===== src/rtl/seven_segment_scanner.sv =====
// Time-multiplexed BCD scanner for a common-anode 7-segment display with
// per-slot blanking, leading-zero suppression and frame-aligned value updates.
module seven_segment_scanner #(
  parameter int NUM_DIGITS   = 3,
  parameter int SCAN_DIV     = 100000,
  parameter int BLANK_CYCLES = 1000
) (
  input  logic                    i_clk,
  input  logic                    i_rst_n,
  input  logic                    i_enable,
  input  logic [4*NUM_DIGITS-1:0] i_value,
  input  logic [NUM_DIGITS-1:0]   i_dp,
  input  logic                    i_lz_suppress,
  input  logic                    i_load,
  output logic                    o_load_ack,
  output logic                    o_frame,
  output logic [7:0]              o_seg,
  output logic [NUM_DIGITS-1:0]   o_an
);

  typedef enum logic [1:0] {IDLE = 2'd0, BLANK = 2'd1, SHOW = 2'd2} state_t;

  localparam int CNT_W = $clog2(SCAN_DIV);
  localparam int IDX_W = (NUM_DIGITS > 1) ? $clog2(NUM_DIGITS) : 1;
  localparam logic [CNT_W-1:0] BLANK_LAST = CNT_W'(BLANK_CYCLES - 1);
  localparam logic [CNT_W-1:0] SHOW_LAST  = CNT_W'(SCAN_DIV - BLANK_CYCLES - 1);
  localparam logic [IDX_W-1:0] IDX_LAST   = IDX_W'(NUM_DIGITS - 1);

  state_t                  state_r, state_s;
  logic [CNT_W-1:0]        cnt_r, cnt_s;
  logic [IDX_W-1:0]        idx_r, idx_s;
  logic                    boundary_s, apply_s, zero_run_s;
  logic [4*NUM_DIGITS-1:0] disp_val_r, disp_val_s, pend_val_r;
  logic [NUM_DIGITS-1:0]   disp_dp_r, disp_dp_s, pend_dp_r, sup_s, an_s, an_r;
  logic                    pend_flag_r, frame_r, ack_r;
  logic [3:0]              digit_s;
  logic [7:0]              seg_s, seg_r;

  function automatic logic [6:0] seg_decode(input logic [3:0] d);
    case (d)
      4'd0:    return 7'b0000001;
      4'd1:    return 7'b1001111;
      4'd2:    return 7'b0010010;
      4'd3:    return 7'b0000110;
      4'd4:    return 7'b1001100;
      4'd5:    return 7'b0100100;
      4'd6:    return 7'b0100000;
      4'd7:    return 7'b0001111;
      4'd8:    return 7'b0000000;
      4'd9:    return 7'b0001100;
      default: return 7'b1111111;
    endcase
  endfunction

  // Slot sequencing: BLANK then SHOW per digit, disable forces IDLE at once
  always_comb begin
    state_s    = state_r;
    cnt_s      = cnt_r + CNT_W'(1);
    idx_s      = idx_r;
    boundary_s = 1'b0;
    if (!i_enable) begin
      state_s = IDLE;
      cnt_s   = '0;
      idx_s   = '0;
    end else begin
      case (state_r)
        IDLE: begin
          state_s = BLANK;
          cnt_s   = '0;
          idx_s   = '0;
        end
        BLANK: begin
          if (cnt_r == BLANK_LAST) begin
            state_s = SHOW;
            cnt_s   = '0;
          end else begin
            state_s = BLANK;
          end
        end
        SHOW: begin
          if (cnt_r == SHOW_LAST) begin
            state_s = BLANK;
            cnt_s   = '0;
            if (idx_r == IDX_LAST) begin
              idx_s      = '0;
              boundary_s = 1'b1;
            end else begin
              idx_s = idx_r + IDX_W'(1);
            end
          end else begin
            state_s = SHOW;
          end
        end
        default: begin
          state_s = IDLE;
          cnt_s   = '0;
          idx_s   = '0;
        end
      endcase
    end
  end

  // Pending value moves to the display only at a frame boundary or while idle
  always_comb begin
    apply_s    = pend_flag_r && (boundary_s || (state_r == IDLE));
    disp_val_s = apply_s ? pend_val_r : disp_val_r;
    disp_dp_s  = apply_s ? pend_dp_r  : disp_dp_r;
  end

  // Segments of a digit are suppressed while it and all higher digits are
  // zero and no higher digit carries a decimal point; its own dp still shows.
  always_comb begin
    zero_run_s = i_lz_suppress;
    sup_s      = '0;
    for (int k = NUM_DIGITS - 1; k >= 1; k--) begin
      zero_run_s = zero_run_s & (disp_val_s[4*k +: 4] == 4'd0);
      sup_s[k]   = zero_run_s;
      zero_run_s = zero_run_s & ~disp_dp_s[k];
    end
  end

  assign digit_s = disp_val_s[{idx_s, 2'b00} +: 4];

  // Output image for the upcoming cycle, registered below
  always_comb begin
    seg_s = 8'hFF;
    an_s  = '1;
    if (state_s == SHOW) begin
      an_s[idx_s] = 1'b0;
      seg_s       = {(sup_s[idx_s] ? 7'h7F : seg_decode(digit_s)), ~disp_dp_s[idx_s]};
    end else begin
      seg_s = 8'hFF;
      an_s  = '1;
    end
  end

  // All state and output registers
  always_ff @(posedge i_clk or negedge i_rst_n) begin
    if (!i_rst_n) begin
      state_r     <= BLANK;
      cnt_r       <= '0;
      idx_r       <= '0;
      disp_val_r  <= '0;
      disp_dp_r   <= '0;
      pend_val_r  <= '0;
      pend_dp_r   <= '0;
      pend_flag_r <= 1'b0;
      seg_r       <= 8'hFF;
      an_r        <= '1;
      frame_r     <= 1'b0;
      ack_r       <= 1'b0;
    end else begin
      state_r    <= state_s;
      cnt_r      <= cnt_s;
      idx_r      <= idx_s;
      disp_val_r <= disp_val_s;
      disp_dp_r  <= disp_dp_s;
      if (i_load) begin
        pend_val_r  <= i_value;
        pend_dp_r   <= i_dp;
        pend_flag_r <= 1'b1;
      end else if (apply_s) begin
        pend_flag_r <= 1'b0;
      end
      seg_r   <= seg_s;
      an_r    <= an_s;
      frame_r <= boundary_s;
      ack_r   <= apply_s;
    end
  end

  assign o_seg      = seg_r;
  assign o_an       = an_r;
  assign o_frame    = frame_r;
  assign o_load_ack = ack_r;

endmodule


===== config.mk =====
export PLATFORM = sky130hd
export DESIGN_NAME = seven_segment_scanner
export DESIGN_NICKNAME = d
export VERILOG_FILES = /design/src/rtl/seven_segment_scanner.sv
export SDC_FILE = /design/constraint.sdc
export NUM_CORES = 1
export LEC_CHECK = 0
export ABC_AREA = 1
export CAP_MARGIN = 10
export CORE_UTILIZATION = 50
export CTS_BUF_LIST = sky130_fd_sc_hd__clkbuf_16
export DETAILED_ROUTE_END_ITERATION = 16
export GPL_ROUTABILITY_DRIVEN = 0
export PLACE_DENSITY = 0.71
export SYNTH_ARGS = -nofsm -noshare
export SYNTH_HDL_FRONTEND = slang
export SYNTH_SLANG_ARGS = --single-unit

===== constraint.sdc =====
create_clock -name i_clk -period 2.8 [get_ports i_clk]
set_input_delay 0.84 -clock i_clk [delete_from_list [all_inputs] [get_ports i_clk]]
set_output_delay 0.84 -clock i_clk [all_outputs]
set_load 0.01 [all_outputs]

==> impl_metrics.json <==
{
  "fillers": 509,
  "hpwlAfterDp_mm": 5.142,
  "drt_iter0_markers": 193,
  "tightest_slew_ns": 0.5433,
  "layout_commonest_cell": "nand2_1",
  "wl_per_cell_um": 12.80,
  "power.density_mw_per_mm2": 589.8,
  "grt_max_degree": 28,
  "tns_ns": 0,
  "io_pins": 33,
  "start_util": 0.5271,
  "drive_above_1_share": 0.2495,
  "instances_no_fill": 550,
  "crit_path_top_delay_cell": "dfrtp_1",
  "grt_pass1_wl_mm": 12.57,
  "worstPathCellList": "ha_2 > nand2_2 > nor2_4 > nand2_2 > nor2_4 > nand4_4 > nand2_4 > nand2_8 > buf_4 > buf_4 > nand2_1 > nand2_1 > nand2_1 > nand2_2 > nor2_4 > inv_2 > o21ai_4 > nand3_1",
  "status": "finished, violations left",
  "viasPerCell": 4.925,
  "core.rowCount": 29,
  "first_pass_iters": 12,
  "drv_cap": 0,
  "ys_ff_latch": 65,
  "cts_sinks": 65,
  "totalWireLength_mm": 7.040,
  "seq_area_frac_synth": 0.4822,
  "timing.hold.ws_ns": 0.4699,
  "cts.clk_slew.worst_paths_ns": 0.05,
  "synth_cells": 393,
  "io_buffer_count": 32,
  "vias": 2709,
  "hold_path.class": "reg -> reg",
  "ir_drop_mv": 0.3580,
  "ys_async_sr_fraction": 1.000,
  "synthAdderAreaFrac": 0.04043,
  "min_period_ns": 2.591,
  "critPathRequiredTime_ns": 3.04,
  "cts-root-buf": "clkbuf_16",
  "rsz0062_at_grt": "no",
  "slowest_delay_ns": 0.38,
  "synthSimpleGateAreaFrac": 0.3414,
  "die_area_sq_mm": 0.007143,
  "crit_arrival_ns": 2.84,
  "clkLatencyLatePin_ns": 0.33,
  "die_w_um": 84.52,
  "synth-main-ff-cell": "dfrtp_1",
  "relSlewSlack": 0.6378,
  "setup_violations": 0,
  "fin_worst_skew_ns": 0.004252,
  "violations": "DRC",
  "ys_types": 37,
  "synth_warnings": 0,
  "mostFrequentLayoutCells": "99 x nand2_1, 53 x dfrtp_1, 44 x inv_1, 38 x buf_4, 37 x nor2_1",
  "placed_area_sq_mm": 0.004035,
  "ant_nets": 0,
  "fp.coreArea_sq_mm": 0.006459,
  "syn_area_per_cell_sq_um": 8.663,
  "drc_errors": 2,
  "antennaDiodeCount": 0,
  "cp-start-kind": "flip-flop",
  "syn-num-nets": 424,
  "track_usage": 0.2287,
  "synthesis.area_sq_mm": 0.003405,
  "clock_path_buffers": 2,
  "layout_worst_path_cycle_share": 0.9253,
  "path_class": "reg -> reg",
  "synth_xor_area_frac": 0.01801,
  "grt_antenna_before_repair": 0,
  "max_freq_mhz": 386.0,
  "synth_edf_count": 0,
  "grt_overflow": 0,
  "leakagePower_nw": 2.161,
  "cp-end-kind": "flip-flop",
  "post-route-util": 0.6854,
  "drv_slew": 0,
  "fin_area_sq_mm": 0.004427,
  "numCtsBuffers": 9,
  "cts_tree": "built",
  "synthMuxAreaShare": 0,
  "dp_cells": 529,
  "cts_htree_levels": 3,
  "die_y_um": 84.52,
  "layout.nets": 499,
  "synth_top_family_by_area": "simple AND/OR/NAND/NOR gates",
  "path_max_fanout": 12,
  "grt_pass1_vias": 2694,
  "syn2layout_area_growth_pct": 30.03,
  "synth_compound_area_frac": 0.04961,
  "hold_violations": 0
}
[metal layers]
| layer | global-route usage | vias to the layer above | wire length (um) |
|---|---|---|---|
| met2 | 0.3562 | 45 | 3302 |
| met4 | 0.06934 | 0 | 81 |
| li1 | - | 1394 | - |
| met5 | 0 | - | 0 |
| met3 | 0.06293 | 8 | 266 |
| met1 | 0.3138 | 1262 | 3388 |
[timing repair]
| action | 4_1_cts | 5_1_grt |
|---|---|---|
| gates resized for setup | 1 | 11 |
| hold buffers | 0 | 0 |
| buffers inserted | 0 | 5 |
| setup endpoints to repair | 1 | 7 |
| pin swaps | 0 | 10 |
[power by group]
| group | internal (W) | switching (W) | leakage, nW |
|---|---|---|---|
| logic | 0.000183 | 0.000224 | 1.20 |
| clock network | 0.000769 | 0.000399 | 0.150 |
| registers | 0.00100 | 0.0000332 | 0.810 |
| total | 0.00195 | 0.000656 | 2.16 |
[stage by stage]
step	worst slack, ns	power (W)
6_report	0.2091	0.002611
5_1_grt	0.002129	0.002741
4_1_cts	0.004148	0.002623
3_5_place_dp	-0.3167	0.001445
3_3_place_gp	-0.2111	0.001434
2_1_floorplan	0.2636	0.001277
[critical path: cells and delay by family (launching register included)]
family / cells / cell delay, ns
adders and majority gates: 1 / 0.21
buffers and inverters: 3 / 0.39
DFF: 1 / 0.38
and+or+nand+nor: 13 / 1.45
AOI/OAI and AO/OA: 1 / 0.08
[worst paths after layout]
path / from / end / slack [ns] / cells past startpoint
setup / recovery: cnt_r[0] / o_seg[7] / 0.21 / 18
hold / removal: pend_val_r[2] / pend_val_r[2] / 0.47 / 2
setup reg to reg: cnt_r[0] / o_seg[7] / 0.21 / 18
hold reg to reg: pend_val_r[2] / pend_val_r[2] / 0.47 / 2
max in group asynchronous: i_rst_n / pend_val_r[0] / 1.68 / 2
min in group asynchronous: i_rst_n / cnt_r[0] / 0.49 / 1
[logic make-up after synthesis]
| family | Yosys count |
|---|---|
| adder cells (fa/ha/maj) | 11 |
| buffers and inverters | 56 |
| XOR/XNOR | 7 |
| AO/OA/AOI/OAI | 23 |
| flip-flops | 65 |
| AND/OR/NAND/NOR | 231 |
[final cells by class]
class / instances / area (sq um) / share of cell area
clock inverters: 7 / 85.08 / 0.01922
multi-input cells: 272 / 1572 / 0.3550
clock buffers: 9 / 225.2 / 0.05088
flip-flops and latches: 65 / 1642 / 0.3708
well taps: 77 / 96.34 / 0.02176
inverters: 49 / 183.9 / 0.04155
repair buffers: 71 / 623.1 / 0.1408
[synthesized netlist by cell type, types with 2 or more instances]
master	n	area [sq um]
nand2_1	102	382.9
dfrtp_1	53	1326
inv_1	45	168.9
nor2_1	39	146.4
nand3_1	35	175.2
dfstp_2	12	315.3
ha_1	11	137.6
nand2_4	11	123.9
nand2_2	9	56.30
nor3_1	8	40.04
nand4_1	7	43.79
a21oi_1	6	30.03
o21ai_0	6	30.03
xor2_1	5	43.79
clkbuf_1	4	15.01
nor2_2	4	25.02
nor2_4	4	45.04
inv_2	3	11.26
nand3_2	3	30.03
nor3b_1	3	22.52
o21ai_2	3	26.28
nand3_4	2	35.03
o21ai_1	2	10.01
o21ai_4	2	32.53
xnor2_1	2	17.52
[flip-flops by register name (all words and copies together) (netlist names)]
signal and cells:
pend_flag_r 1, o_an 3, pend_dp_r 3, o_seg 8, pend_val_r 12, idx_r 2, state_r 2, disp_val_r 12
o_load_ack 1, cnt_r 17, disp_dp_r 3, o_frame 1
(Power assumes the default switching activity.)
